`src/rtl/pipe_ctrl_pkg.sv`:
```
// Shared pipeline-control definitions: forwarding codes for the EX-stage
// operand muxes and the destination-tag record carried down the shadow pipe.
package pipe_ctrl_pkg;

    localparam logic [1:0] FWD_REG = 2'b00;
    localparam logic [1:0] FWD_MEM = 2'b10;
    localparam logic [1:0] FWD_WB  = 2'b01;

    typedef struct packed {
        logic       valid;
        logic [4:0] dest;
        logic       regwrite;
        logic       memread;
    } hz_tag_t;

    localparam hz_tag_t TAG_NONE = '{valid: 1'b0, dest: 5'd0, regwrite: 1'b0, memread: 1'b0};

    // A stage can supply a source operand only if it really writes a
    // non-zero register equal to that source.
    function automatic logic producerHit(
        input logic       tagValid,
        input logic       tagRegWrite,
        input logic [4:0] tagDest,
        input logic [4:0] srcReg
    );
        return tagValid && tagRegWrite && (tagDest == srcReg) && (srcReg != 5'd0);
    endfunction

endpackage

```
`src/rtl/fwd_hazard_unit_fwd_match.sv`:
```
// Per-operand forwarding select: the nearer producer (EX, about to be in MEM)
// wins over the older one (MEM, about to be in WB).
module fwd_match
    import pipe_ctrl_pkg::*;
(
    input  logic       useSrc,
    input  logic [4:0] srcReg,
    input  logic       exValid,
    input  logic       exRegWrite,
    input  logic [4:0] exDest,
    input  logic       memValid,
    input  logic       memRegWrite,
    input  logic [4:0] memDest,
    output logic [1:0] fwdSel
);

    // Priority compare: MEM result first, then write-back data, else register file.
    always_comb begin
        fwdSel = FWD_REG;
        if (useSrc && producerHit(exValid, exRegWrite, exDest, srcReg)) begin
            fwdSel = FWD_MEM;
        end else if (useSrc && producerHit(memValid, memRegWrite, memDest, srcReg)) begin
            fwdSel = FWD_WB;
        end
    end

endmodule

```
`src/rtl/fwd_hazard_unit.sv`:
```
// Hazard detection and forwarding control for the 5-stage pipeline. Keeps a
// shadow EX/MEM/WB tag pipe, registers the ALU operand selects as the
// instruction enters EX, and raises stall/bubble/flush for load-use,
// mult/div busy and taken branches. MULDIV_CYCLES must lie in 2..15.
module fwd_hazard_unit
    import pipe_ctrl_pkg::*;
#(
    parameter int MULDIV_CYCLES = 4
)
(
    input  logic       clk,
    input  logic       rst_n,
    input  logic       ID_Valid,
    input  logic [4:0] ID_Rs,
    input  logic [4:0] ID_Rt,
    input  logic       ID_UseRs,
    input  logic       ID_UseRt,
    input  logic [4:0] ID_Dest,
    input  logic       ID_RegWrite,
    input  logic       ID_MemRead,
    input  logic       ID_MulDiv,
    input  logic       ID_ReadsHiLo,
    input  logic       EX_BranchTaken,
    output logic [1:0] AluSrcA_Sel,
    output logic [1:0] AluSrcB_Sel,
    output logic       Stall_IF_ID,
    output logic       Bubble_ID_EX,
    output logic       Flush_IF_ID
);

    localparam logic [3:0] MD_RELOAD = 4'(MULDIV_CYCLES - 1);

    hz_tag_t    idTag;
    hz_tag_t    exTag;
    hz_tag_t    memTag;
    hz_tag_t    wbTag;
    logic [3:0] mdCount;
    logic       loadUse;
    logic       mdStall;
    logic       bubble;
    logic [1:0] selANext;
    logic [1:0] selBNext;
    logic       unusedTagBits;

    assign idTag = '{valid: ID_Valid, dest: ID_Dest, regwrite: ID_RegWrite, memread: ID_MemRead};

    // Hazard detection from the pre-edge EX tag and the busy counter.
    always_comb begin
        loadUse = 1'b0;
        if (ID_Valid && exTag.valid && exTag.memread && (exTag.dest != 5'd0)) begin
            loadUse = (ID_UseRs && (ID_Rs == exTag.dest)) ||
                      (ID_UseRt && (ID_Rt == exTag.dest));
        end
        mdStall = ID_Valid && (ID_MulDiv || ID_ReadsHiLo) && (mdCount != 4'd0);
    end

    // A taken branch kills the ID slot, so it bubbles but never holds IF/ID.
    assign bubble       = loadUse || mdStall || EX_BranchTaken;
    assign Bubble_ID_EX = bubble;
    assign Stall_IF_ID  = (loadUse || mdStall) && !EX_BranchTaken;
    assign Flush_IF_ID  = EX_BranchTaken;

    fwd_match uFwdA (
        .useSrc      (ID_UseRs),
        .srcReg      (ID_Rs),
        .exValid     (exTag.valid),
        .exRegWrite  (exTag.regwrite),
        .exDest      (exTag.dest),
        .memValid    (memTag.valid),
        .memRegWrite (memTag.regwrite),
        .memDest     (memTag.dest),
        .fwdSel      (selANext)
    );

    fwd_match uFwdB (
        .useSrc      (ID_UseRt),
        .srcReg      (ID_Rt),
        .exValid     (exTag.valid),
        .exRegWrite  (exTag.regwrite),
        .exDest      (exTag.dest),
        .memValid    (memTag.valid),
        .memRegWrite (memTag.regwrite),
        .memDest     (memTag.dest),
        .fwdSel      (selBNext)
    );

    // Shadow tag pipe: older stages always advance, EX takes ID or a bubble.
    always_ff @(posedge clk or negedge rst_n) begin
        if (!rst_n) begin
            exTag  <= TAG_NONE;
            memTag <= TAG_NONE;
            wbTag  <= TAG_NONE;
        end else begin
            wbTag  <= memTag;
            memTag <= exTag;
            exTag  <= bubble ? TAG_NONE : idTag;
        end
    end

    // Operand selects are captured as the instruction moves into EX.
    always_ff @(posedge clk or negedge rst_n) begin
        if (!rst_n) begin
            AluSrcA_Sel <= FWD_REG;
            AluSrcB_Sel <= FWD_REG;
        end else if (bubble) begin
            AluSrcA_Sel <= FWD_REG;
            AluSrcB_Sel <= FWD_REG;
        end else begin
            AluSrcA_Sel <= selANext;
            AluSrcB_Sel <= selBNext;
        end
    end

    // Mult/div busy down-counter; a flush leaves it alone since the op is past ID.
    always_ff @(posedge clk or negedge rst_n) begin
        if (!rst_n) begin
            mdCount <= 4'd0;
        end else if (!bubble && ID_Valid && ID_MulDiv) begin
            mdCount <= MD_RELOAD;
        end else if (mdCount != 4'd0) begin
            mdCount <= mdCount - 4'd1;
        end
    end

    // WB tag and the older memread bit are carried for the operand muxes'
    // view of the pipe but do not feed any decision here.
    assign unusedTagBits = ^{wbTag, memTag.memread};

endmodule

```
`config.mk`:
```
export PLATFORM = sky130hd
export DESIGN_NAME = fwd_hazard_unit
export DESIGN_NICKNAME = d
export VERILOG_FILES = /design/src/rtl/pipe_ctrl_pkg.sv /design/src/rtl/fwd_hazard_unit_fwd_match.sv /design/src/rtl/fwd_hazard_unit.sv
export SDC_FILE = /design/constraint.sdc
export NUM_CORES = 1
export LEC_CHECK = 0
export CORE_MARGIN = 2
export CORE_UTILIZATION = 25
export DETAILED_ROUTE_END_ITERATION = 10
export SLEW_MARGIN = 20
export SYNTH_ARGS = -nofsm -noshare
export SYNTH_HDL_FRONTEND = slang
export SYNTH_SLANG_ARGS = --single-unit
```
`constraint.sdc`:
```
create_clock -name clk -period 5.3 [get_ports clk]
set_input_delay 1.59 -clock clk [delete_from_list [all_inputs] [get_ports clk]]
set_output_delay 1.59 -clock clk [all_outputs]
set_load 0.01 [all_outputs]
```
==> metrics.md <==
| Metric | Value |
|---|---|
| Worst-Margin Slew | 0.991 ns |
| Slowest CP cell | clkdlybuf4s50_1 |
| Worst endpoint data arrival time | around 3.6 ns |
| Max Clock Skew | around 0.0013 ns |
| Critical path's largest stage delay | approximately 0.6 ns |
| PortBufs | 31 |
| Crit path capture type | primary output |
| Core Region | 4660 sq um |
| Die Width | about 73 um |
| Die H | 73.0 um |
| CTS clk-pin slew, worst paths | 0.08 ns |
| ANT cells | 0 |
| Tot Pwr | between 0.4 and 0.5 mW |
| Post-synth EDFFs | 0 |
| DIE AREA | roughly 5300 sq um |
| Post-synthesis sequential area ratio | approximately 48% |
| Setup Fix Bufs, Post-CTS | 0 |
| Total Nets Final | around 180 |
| Worst path top cell family by delay | buffers and inverters |
| Initial antenna violation count | 0 |
| Slew Limit Fails | 0 |
| Crit share post-route | 97.7% |
| WP data required | 3.71 ns |
| Number of I/O pins | 32 |
| Fmax | about 190 MHz |
| Synth Area in Adders | roughly 1.1% |
| Pleak | approximately 0.65 nW |
| Grt ovf | 0 |
| Critical path origin | ID_Rs[0] |
| Cell variety after synth | 30 |
| Layout cell share with drive strength beyond 1 | slightly above 8% |
| Final Wtd Congestion | roughly 0.95 |
| Root Buffer | clkbuf_8 |
| Dpl cell area | ~1600 sq um |
| Tot GR Track Use | roughly 11% |
| Hold path startpoint | exTag[1] |
| DR vias | ~980 |
| Final ANT Viol Nets | 0 |
| Vias per Instance | 4.81 |
| Row count | 25 |
| Buf/Inv on CP | 2 |
| Cells after Synth | 116 |
| # Max-Cap Violations | 0 |
| Post-Synth XOR/XNOR Area | 14.7% |
| Critical path's most frequent cell | clkdlybuf4s50_1 |
| Util after Layout | 34.3% |
| Setup violations, final | 0 |
| DRC | 0 |
| DR pass1 iterations | 4 |
| Multiplexer area fraction after synthesis | 0% |
| Worst rel slew slack | 33.9% |
| WL final | 2700 um |
| Min Clock Period, post-route | around 5.2 ns |
| CTS max path bufs | 2 |
| Wire length per cell | between 10 and 15 um |
| CP Cell Sequence | clkdlybuf4s50_1 > xnor2_1 > nand4_1 > o22a_1 > o31ai_1 > clkdlybuf4s50_1 |
| Synthesized area | between 1000 and 1500 sq um |
| Synthesized net count | between 100 and 150 |
| Dominant cell type by area after synthesis | dfrtp_1 |
| Largest net degree at the start of global routing | 24 |
| Crit Path Max Fanout | 4 |
| Dpl ws | roughly 0.17 ns |
| Synth async-reset ratio | between 90% and 100% |
| Post-synth top area share | 48.4% |
| Fin worst setup slack | 0.120 ns |
| Largest family of logic cells by synthesized area | simple AND/OR/NAND/NOR gates |
| Initial DRC count | 50 |
| CP Launch Type | primary input |
| Area Growth Syn to Fin | 34.6% |
| Resized cells post-CTS | 0 |
| Setup CP Type | primary input to primary output |
| Power per cell area | between 200 and 300 nW/um^2 |
| Initial Utilization | about 26% |
| H-tree Lvls | 1 |
| Final hold violations | 0 |
| Num Clock Sinks | 23 |
| Reg2reg start | mdCount[0] |
| Ys flop type | dfrtp_1 |
| Worst vdd ir | between 0.00008 and 0.00009 V |
| Top cells by area, synth | dfrtp_1 48%, xnor2_1 12%, nand2_1 4.4%, a21oi_1 4.2%, xor2_1 2.9% |
| First-pass GRT wire length | approximately 4600 um |
| CTS hold repair buffers | 0 |
| Post-Layout Inst Area | 1600 sq um |
| HP Class | register to register |
| Worst-skew pair later-pin latency | 0.26 ns |
| Syn. warnings | 0 |
| Mean Syn Cell Area | slightly above 10 sq um |
| Commonest cells post-synth | 23 x dfrtp_1, 16 x xnor2_1, 14 x nand2_1, 10 x a21oi_1, 5 x o21ai_0 |
| RSZ-0062 raised after global routing | false |
| Post-Synth Simple-Gate Area | between 15 and 20% |
| Register bit total from synthesis | 23 |
| Number of global-route vias before repair | approximately 1000 |
| Compound-Gate Fraction of Synth Area | roughly 16% |
| CTS tree | built |
| Status | finished clean |
| Placed wire-length estimate | 2190 um |
| Cts bufs inserted | 3 |
| Most frequent cell after synthesis | dfrtp_1 |
| Total negative slack | 0 ns |
==> path summary, 6_finish.rpt <==
path | end | slack (ns) | cells past startpoint
min in group asynchronous | mdCount[1] | 1.29 | 1
max in group asynchronous | memTag[1] | 3.67 | 1
min | memTag[1] | 0.38 | 0
max | Stall_IF_ID | 0.12 | 6
max reg2reg | AluSrcB_Sel[0] | 3.19 | 7
min reg2reg | memTag[1] | 0.38 | 0
==> kinds of logic after synthesis <==
family | after synthesis
simple gates | 38
compound gates | 26
buf+inv | 8
xor+xnor | 20
fa+ha+maj | 1
flops | 23
==> worst reg2reg max path: cells and delay by family, from the launching register on <==
kind                       cells  cell delay, ns
and+or+nand+nor                2            0.55
AOI/OAI and AO/OA              2            0.51
DFF                            1            0.41
buffers and inverters          2            0.30
adders and majority gates      1            0.22
==> per-stage QoR <==
step / cells / hold slack [ns]
after CTS: 203 / 0.384
after global placement: 199 / 0.361
after floorplan: 116 / 0.354
final: 203 / 0.383
after detailed placement: 199 / 0.364
after global routing: 203 / 0.408
==> layout make-up <==
class	count	area (sq um)
Fill cell	455	3060
Inverter	4	15.0
Multi-Input combinational cell	85	576
Timing Repair Buffer	33	320
Tap cell	54	67.6
Sequential cell	23	576
Clock inverter	1	5.00
Clock buffer	3	41.3
==> power by group <==
group | internal (mW) | switching [mW]
Sequential | 0.200 | 0.0238
Combinational | 0.0685 | 0.0688
Clock | 0.0524 | 0.0548
==> state kept, by name, summed over array words and instances, names as in the netlist <==
| signal | count |
|---|---|
| exTag | 8 |
| AluSrcA_Sel | 2 |
| mdCount | 4 |
| memTag | 7 |
| AluSrcB_Sel | 2 |
==> metal layers <==
layer / up-vias / wire (um) / track usage (%)
li1: 477 / - / -
met1: 458 / 1170 / 14.2
met2: 34 / 1350 / 18.2
met3: 8 / 98 / 1.24
met4: 0 / 80 / 5.76
met5: - / 0 / 0
==> placed cells by master, fill, tap and decap left out, drive strengths merged, types with 5 or more instances in the layout <==
master,n
o21ai,5
clkdlybuf4s50,30
xnor2,16
a21oi,11
nand2,14
dfrtp,23
Note: power is estimated with default switching activity, not from simulation.
